### src/rtl/pin_input_conditioner_pkg.sv
// Shared constants and the counter-width helper for the pin input conditioner.
package pin_cond_pkg;

  localparam int PIN_COND_NUM_PINS     = 9;
  localparam int PIN_COND_DEF_DEBOUNCE = 16;

  // Counter holds 0..n-1, so ceil(log2(n)) bits suffice.
  function automatic int cnt_width(input int n);
    return $clog2(n);
  endfunction

endpackage

### src/rtl/pin_input_conditioner_if.sv
// Pin-level bundle between the pad side and the conditioner.
// Edge-capture signals exist only when PIN_EDGE_CAPTURE_EN is defined.
interface pin_input_conditioner_if
  import pin_cond_pkg::*;
#(
  parameter int NUM_PINS = PIN_COND_NUM_PINS
);
  logic [NUM_PINS-1:0] pin_raw;
  logic [NUM_PINS-1:0] pin_clean;
  logic [NUM_PINS-1:0] change_mask;
  logic                pin_changed;
  logic                settled;
`ifdef PIN_EDGE_CAPTURE_EN
  logic [NUM_PINS-1:0] edge_clr;
  logic [NUM_PINS-1:0] edge_sticky;
`endif

  modport master (
    output pin_raw,
`ifdef PIN_EDGE_CAPTURE_EN
    output edge_clr,
    input  edge_sticky,
`endif
    input  pin_clean,
    input  change_mask,
    input  pin_changed,
    input  settled
  );

  modport slave (
    input  pin_raw,
`ifdef PIN_EDGE_CAPTURE_EN
    input  edge_clr,
    output edge_sticky,
`endif
    output pin_clean,
    output change_mask,
    output pin_changed,
    output settled
  );

endinterface

### src/rtl/pin_input_conditioner_debounce_cell.sv
// One pin: synchroniser chain, stability counter, clean level and change strobe.
module debounce_cell
  import pin_cond_pkg::*;
#(
  parameter int SYNC_STAGES     = 2,
  parameter int DEBOUNCE_CYCLES = PIN_COND_DEF_DEBOUNCE,
  parameter int CNT_W           = cnt_width(DEBOUNCE_CYCLES)
) (
  input  logic clk,
  input  logic rst,
  input  logic pin_raw_i,
  output logic pin_clean_o,
  output logic change_o,
  output logic change_d_o,
  output logic busy_o
);

  localparam logic [CNT_W-1:0] CNT_LAST = CNT_W'(DEBOUNCE_CYCLES - 1);

  logic [SYNC_STAGES-1:0] sync_q;
  logic                   sync_bit;
  logic [CNT_W-1:0]       cnt_q, cnt_d;
  logic                   clean_q, clean_d;
  logic                   change_q, change_d;

  always_ff @(posedge clk or posedge rst) begin
    if (rst) begin
      sync_q <= '0;
    end else begin
      sync_q <= {sync_q[SYNC_STAGES-2:0], pin_raw_i};
    end
  end

  assign sync_bit = sync_q[SYNC_STAGES-1];

  // Any agreement with the clean level discards the partial count.
  always_comb begin
    cnt_d    = cnt_q;
    clean_d  = clean_q;
    change_d = 1'b0;
    if (sync_bit == clean_q) begin
      cnt_d = '0;
    end else if (cnt_q >= CNT_LAST) begin
      clean_d  = sync_bit;
      cnt_d    = '0;
      change_d = 1'b1;
    end else begin
      cnt_d = cnt_q + 1'b1;
    end
  end

  always_ff @(posedge clk or posedge rst) begin
    if (rst) begin
      cnt_q    <= '0;
      clean_q  <= 1'b0;
      change_q <= 1'b0;
    end else begin
      cnt_q    <= cnt_d;
      clean_q  <= clean_d;
      change_q <= change_d;
    end
  end

  assign pin_clean_o = clean_q;
  assign change_o    = change_q;
  assign change_d_o  = change_d;
  assign busy_o      = (cnt_q != '0);

endmodule

### src/rtl/pin_input_conditioner.sv
// Synchronises and debounces NUM_PINS pad inputs; flags changes and quiescence.
// Optional sticky edge capture is built when PIN_EDGE_CAPTURE_EN is defined.
module pin_input_conditioner
  import pin_cond_pkg::*;
#(
  parameter int NUM_PINS        = PIN_COND_NUM_PINS,
  parameter int SYNC_STAGES     = 2,
  parameter int DEBOUNCE_CYCLES = PIN_COND_DEF_DEBOUNCE
) (
  input  logic                      clk,
  input  logic                      rst,
  pin_input_conditioner_if.slave    cond_if
);

  localparam int CNT_W = cnt_width(DEBOUNCE_CYCLES);

  logic [NUM_PINS-1:0] clean_vec;
  logic [NUM_PINS-1:0] change_vec;
  logic [NUM_PINS-1:0] change_d_vec;
  logic [NUM_PINS-1:0] busy_vec;
  logic                pin_changed_q;
  logic                settled_q;

  generate
    for (genvar gi = 0; gi < NUM_PINS; gi++) begin : g_pin
      debounce_cell #(
        .SYNC_STAGES     (SYNC_STAGES),
        .DEBOUNCE_CYCLES (DEBOUNCE_CYCLES),
        .CNT_W           (CNT_W)
      ) u_cell (
        .clk         (clk),
        .rst         (rst),
        .pin_raw_i   (cond_if.pin_raw[gi]),
        .pin_clean_o (clean_vec[gi]),
        .change_o    (change_vec[gi]),
        .change_d_o  (change_d_vec[gi]),
        .busy_o      (busy_vec[gi])
      );
    end
  endgenerate

  // pin_changed is built from next-state strobes so it lines up with change_mask.
  always_ff @(posedge clk or posedge rst) begin
    if (rst) begin
      pin_changed_q <= 1'b0;
      settled_q     <= 1'b1;
    end else begin
      pin_changed_q <= |change_d_vec;
      settled_q     <= ~|busy_vec;
    end
  end

  assign cond_if.pin_clean   = clean_vec;
  assign cond_if.change_mask = change_vec;
  assign cond_if.pin_changed = pin_changed_q;
  assign cond_if.settled     = settled_q;

`ifdef PIN_EDGE_CAPTURE_EN
  logic [NUM_PINS-1:0] sticky_q, sticky_d;

  // A fresh change outranks a coincident clear.
  always_comb begin
    sticky_d = (sticky_q & ~cond_if.edge_clr) | change_vec;
  end

  always_ff @(posedge clk or posedge rst) begin
    if (rst) begin
      sticky_q <= '0;
    end else begin
      sticky_q <= sticky_d;
    end
  end

  assign cond_if.edge_sticky = sticky_q;
`endif

endmodule

### src/flat_wrapper.sv
// flat-port wrapper written by rule: the top's interface ports become plain ports
module pin_input_conditioner_flat import pin_cond_pkg::*;
#(
  parameter int NUM_PINS        = PIN_COND_NUM_PINS,
  parameter int SYNC_STAGES     = 2,
  parameter int DEBOUNCE_CYCLES = PIN_COND_DEF_DEBOUNCE
)
  (clk, rst, cond_if_pin_raw, cond_if_pin_clean, cond_if_change_mask, cond_if_pin_changed, cond_if_settled);
  pin_input_conditioner_if #(.NUM_PINS(NUM_PINS)) cond_if_i ();
  input  logic clk;
  input  logic rst;
  input wire logic [$bits(cond_if_i.pin_raw)-1:0] cond_if_pin_raw;
  output wire logic [$bits(cond_if_i.pin_clean)-1:0] cond_if_pin_clean;
  output wire logic [$bits(cond_if_i.change_mask)-1:0] cond_if_change_mask;
  output wire logic [$bits(cond_if_i.pin_changed)-1:0] cond_if_pin_changed;
  output wire logic [$bits(cond_if_i.settled)-1:0] cond_if_settled;
  assign cond_if_i.pin_raw = cond_if_pin_raw;
  assign cond_if_pin_clean = cond_if_i.pin_clean;
  assign cond_if_change_mask = cond_if_i.change_mask;
  assign cond_if_pin_changed = cond_if_i.pin_changed;
  assign cond_if_settled = cond_if_i.settled;
  pin_input_conditioner #(.NUM_PINS(NUM_PINS), .SYNC_STAGES(SYNC_STAGES), .DEBOUNCE_CYCLES(DEBOUNCE_CYCLES)) u_core (.clk(clk), .rst(rst), .cond_if(cond_if_i));
endmodule
### config.mk
export PLATFORM = sky130hd
export DESIGN_NAME = pin_input_conditioner_flat
export DESIGN_NICKNAME = d
export VERILOG_FILES = /design/src/rtl/pin_input_conditioner_pkg.sv /design/src/rtl/pin_input_conditioner_if.sv /design/src/rtl/pin_input_conditioner_debounce_cell.sv /design/src/rtl/pin_input_conditioner.sv /design/src/flat_wrapper.sv
export SDC_FILE = /design/constraint.sdc
export NUM_CORES = 1
export LEC_CHECK = 0
export ABC_AREA = 1
export CAP_MARGIN = 5
export CORE_MARGIN = 2
export CORE_UTILIZATION = 30
export DETAILED_ROUTE_END_ITERATION = 12
export MAX_ROUTING_LAYER = met4
export PLACE_DENSITY = 0.55
export SYNTH_ARGS = -nofsm -noshare
export SYNTH_HDL_FRONTEND = slang
export SYNTH_SLANG_ARGS = --single-unit
### constraint.sdc
create_clock -name clk -period 2.3 [get_ports clk]
set_clock_uncertainty 0.2 [all_clocks]
set_input_delay 0.46 -clock clk [delete_from_list [all_inputs] [get_ports clk]]
set_output_delay 0.46 -clock clk [all_outputs]
set_load 0.005 [all_outputs]
# Yosys cells after proc, flatten, opt, wreduce, memory -nomap -nowiden
# Cells that the tools add are included.
# op_classes
n_mux	36
magnitude_cmp	9
bitwise_logic	9
n_mul	0
div_mod_pow	0
shifts	0
eq_ne	9
n_addsub	9
n_reduce_logical	21
# ops
op	count
$mux W4	18
$add A4 B1 Y4 const B	9
$ge A4 B4 Y1 const B	9
$reduce_bool A4 Y1	9
$mux W1	18
$reduce_and A2 Y1	9
$reduce_or A9 Y1	2
$eq A1 B1 Y1	9
$not A1 Y1	9
$logic_not A1 Y1	1
# word_totals
latch_bits	0
regBits	74
output_inout_bits	20
n_memories	0
elab_cells	131
mem_bits_ro	0
input_bits	11
ramBits	0

# Depth between registers and ports, before layout
# logic_depth
ltp_word	4
depth_mapped	7
ltp_nobuf	7

# Cells and area by module
# From an unflattened synthesis, not the netlist that was laid out.
# hier_totals
cells_unflattened	342
hier_area_um2	3246.9
# by_module_without_submodules
mod	area_each_um2	n_inst	cells_each
debounce_cell	347.8	9	36
pin_input_conditioner	116.4	1	18

# Least setup slack after synthesis
# Ideal clock, no wire load.
# synth_path
path_kind	register to register
start	register u_core.g_pin[5].u_cell.cnt_q[0]
end	register u_core.g_pin[5].u_cell.clean_q
path_slack_ns	0.952
t_arrival_ns	1.021
path_stages_with_launch	4
required_time_ns	1.973
n_path_buf	0
cell_sequence	dfrtp_1 ha_1 nand3_2 mux2_1
# synth_via
elab_chain_len	2
# synth_lines
element	line_no	text
start: declaration	pin_input_conditioner_debounce_cell.sv:22	logic [CNT_W-1:0] cnt_q, cnt_d;
start signal: assignment	pin_input_conditioner_debounce_cell.sv:58	cnt_q <= cnt_d;
$ge A4 B4 Y1	pin_input_conditioner_debounce_cell.sv:43	end else if (cnt_q >= CNT_LAST) begin
$reduce_and A2 Y1 (no line)	-	
end signal: assignment	pin_input_conditioner_debounce_cell.sv:59	clean_q <= clean_d;
end: declaration	pin_input_conditioner_debounce_cell.sv:23	logic clean_q, clean_d;
# No other way between the ends.
# A chain may end at the register's enable or synchronous reset.

# Final worst setup path
# layout_path
start	register u_core.settled_q, in the netlist u_core.cond_if.settled
end	output port cond_if_settled
# layout_rtl
element	line_no	text
start: declaration	pin_input_conditioner.sv:22	logic settled_q;
start signal: assignment	pin_input_conditioner.sv:49	settled_q <= ~|busy_vec;
end: declaration	flat_wrapper.sv:16	output wire logic [$bits(cond_if_i.settled)-1:0] cond_if_settled;
# No word-level cell between the ends.

==> results.py <==
metrics = {
    "outcome": {
        "status": "complete, no violations",
    },
    "logic_synthesis": {
        "synth_top_cell_by_area": "dfrtp_1",
        "seq_area_frac_synth_pct": 57.25,
        "synth_top_family_by_area": "simple AND/OR/NAND/NOR gates",
        "syn_nets": 362,
        "synthCells": 333,
        "synth_compound_area_share_pct": 4.639,
        "ys_warn_count": 0,
        "synth_mux_area_share_pct": 0.3479,
        "syn_area_per_cell_um2": 9.720,
        "synth_fa_ha_area_share_pct": 6.958,
        "synth-xor-area-share_pct": 3.479,
        "ys_ff_latch": 74,
        "synth_top_area_share_pct": 56.44,
        "syn-cell-area_um2": 3237,
        "yosysUniqueCellTypes": 24,
        "yosys-top-cells-area": "dfrtp_1 56%, ha_1 7.0%, inv_1 6.5%, nand2_1 6.4%, nor2_1 4.5%",
        "yosys.area_share.simple_pct": 16.31,
    },
    "worst_setup_path": {
        "crit_path_end_kind": "output pin",
        "arrival_ps": 1350,
        "crit-reg2reg-launch": "u_core.g_pin[4].u_cell.cnt_q[0]",
        "crit_type": "reg2out",
        "cp.required_ps": 1640,
        "crit_fanout": 1,
        "cp_top_family": "flip-flops",
        "cp_slowest_cell": "dfstp_2",
        "startpoint_type": "flop",
        "crit_path_max_incr_delay_ps": 520,
        "startpoint": "u_core.cond_if.settled",
        "cp.buffers_inverters": 1,
        "crit_path_cell_trace": "clkdlybuf4s50_1",
    },
    "detailed_routing": {
        "vias": 2043,
        "first_iter_violations": 41,
        "drtPass1Iterations": 5,
        "ant_nets": 0,
        "drc_errors": 0,
        "avgViaCountPerCell": 4.102,
        "avgRoutedWirePerCell_um": 10.58,
        "routed_wl_um": 5271,
    },
    "grt": {
        "antenna_found_initial": 0,
        "grt_pass1_wl_um": 9287,
        "track_usage_pct": 10.85,
        "grt_pass1_vias": 2088,
        "overflow": 0,
        "grt_max_degree": 75,
    },
    "placed_design": {
        "place_ws_ps": 664.0,
        "port_buffers": 30,
        "place_area_um2": 3596,
        "gp_congestion": 0.7567,
        "hpwl_um": 3648,
    },
    "power": {
        "irDropWorstVdd_uv": 242.9,
        "p_leak_nw": 1.886,
        "power.density_nw_per_um2": 719.3,
    },
    "clock_network": {
        "clkSinkCount": 74,
        "clk_pin_slew_ps": 80,
        "htree_levels": 3,
        "root_buffer": "clkbuf_8",
        "clk_latency_ps": 350,
        "clock_path_buffers": 2,
        "ctsResizeCount": 0,
        "hold_buffers": 0,
        "cts_buffers": 9,
        "post-cts-setup-buffer-count": 0,
        "cts_tree": "done",
    },
    "cells_and_area": {
        "final_common_cell": "dfrtp_1",
        "layout_common_cells": "73 x dfrtp_1, 55 x inv_1, 55 x nand2_1",
        "finalInstanceArea_um2": 3834,
        "area_delta_synth_final_pct": 18.44,
        "fill_cells": 1030,
        "antenna_cells": 0,
        "nets": 386,
        "drive_gt1_share_pct": 8.840,
        "utilization_pct": 36.80,
    },
    "sta": {
        "grt_setup_unrepaired": "false",
        "slew_headroom_pct": 70.92,
        "period_minus_slack_ps": 2007,
        "setup_viol": 0,
        "fmax_ghz": 0.4982,
        "tns_ps": 0,
        "tightest_slew_ps": 436.2,
        "fin_crit_sh_pct": 87.28,
        "hold_ws_ps": 148.2,
        "setup_ws_ps": 292.6,
        "slew_viol_final": 0,
        "finalHoldViolCount": 0,
    },
    "hold_path": {
        "hold_class": "reg2reg",
        "min_from": "u_core.g_pin[3].u_cell.sync_q[0]",
    },
    "floorplan": {
        "coreArea_um2": 10420,
        "fp-row-count": 37,
        "die-area_um2": 11640,
        "die_w_um": 107.9,
        "die_h_um": 107.9,
        "io_pins": 31,
        "initial_utilization_pct": 31.08,
    },
    "job": {
        "maxCapViolations": 0,
    },
}
[layout make-up]
type                    count  area (um^2)  area share [%]
flip-flops and latches     74         1853           48.34
multi-input cells         182         1027           26.80
repair buffers             31        320.3           8.355
inverters                  59        225.2           5.875
well taps                 136        170.2           4.439
clock buffers              12        165.2           4.308
clock inverters             4        72.57           1.893
[power breakdown]
part | internal [W] | switching, W
logic | 0.0000742 | 0.0000963
clock network | 0.000698 | 0.000490
registers | 0.00135 | 0.0000447
total | 0.00213 | 0.000631
[path summary, 6_finish.rpt]
kind | depth (start not counted) | slack, ps | end
min reg2reg | 0 | 150 | u_core.g_pin[3].u_cell.sync_q[1]
max in group asynchronous | 3 | 1190 | u_core.cond_if.settled
max reg2reg | 7 | 810 | u_core.cond_if.pin_changed
min | 0 | 150 | u_core.g_pin[3].u_cell.sync_q[1]
max | 1 | 290 | cond_if_settled
min in group asynchronous | 3 | 320 | u_core.g_pin[0].u_cell.sync_q[0]
[through the flow]
stage / std cells / power [W]
global placement: 482 / 0.001595
global route: 498 / 0.002899
detailed placement: 482 / 0.001602
CTS: 498 / 0.002811
floorplan: 333 / 0.001533
finish: 498 / 0.002757
[synthesized netlist by cell type]
| library cell | n |
|---|---|
| dfrtp_1 | 73 |
| inv_1 | 56 |
| nand2_1 | 55 |
| nor2_1 | 39 |
| buf_4 | 18 |
| ha_1 | 18 |
| o21ai_0 | 14 |
| nand3_1 | 13 |
| xor2_1 | 10 |
| nor2_2 | 7 |
| a21oi_1 | 5 |
| o21ai_1 | 5 |
| a21boi_0 | 4 |
| inv_2 | 3 |
| nor3b_1 | 3 |
| nand3_2 | 2 |
| and2_1 | 1 |
| and3_1 | 1 |
| dfstp_2 | 1 |
| mux2_1 | 1 |
| nand4_1 | 1 |
| nor3_1 | 1 |
| xnor2_1 | 1 |
| xnor2_2 | 1 |
[layer usage]
layer  vias to the layer above  GRT usage, %  routed length, um
met5                         -             -                  0
met4                         0         6.044                115
met3                         9         3.148                179
met2                        27         15.68               2344
met1                       963         13.63               2632
li1                       1044             -                  -
[kinds of logic after synthesis]
logic type               Yosys count
flip-flops                        74
multiplexers                       1
AO/OA/AOI/OAI                     28
buffers and inverters             77
AND/OR/NAND/NOR                  123
XOR/XNOR                          12
adder cells (fa/ha/maj)           18
[flip-flops by register name, summed over array words and instances, names as in the netlist]
register / flops
u_core.g_pin.u_cell.change_o: 9
u_core.cond_if.settled: 1
u_core.cond_if.pin_changed: 1
u_core.g_pin.u_cell.cnt_q: 36
u_core.g_pin.u_cell.sync_q: 18
u_core.g_pin.u_cell.pin_clean_o: 9
(Power assumes the default switching activity.)
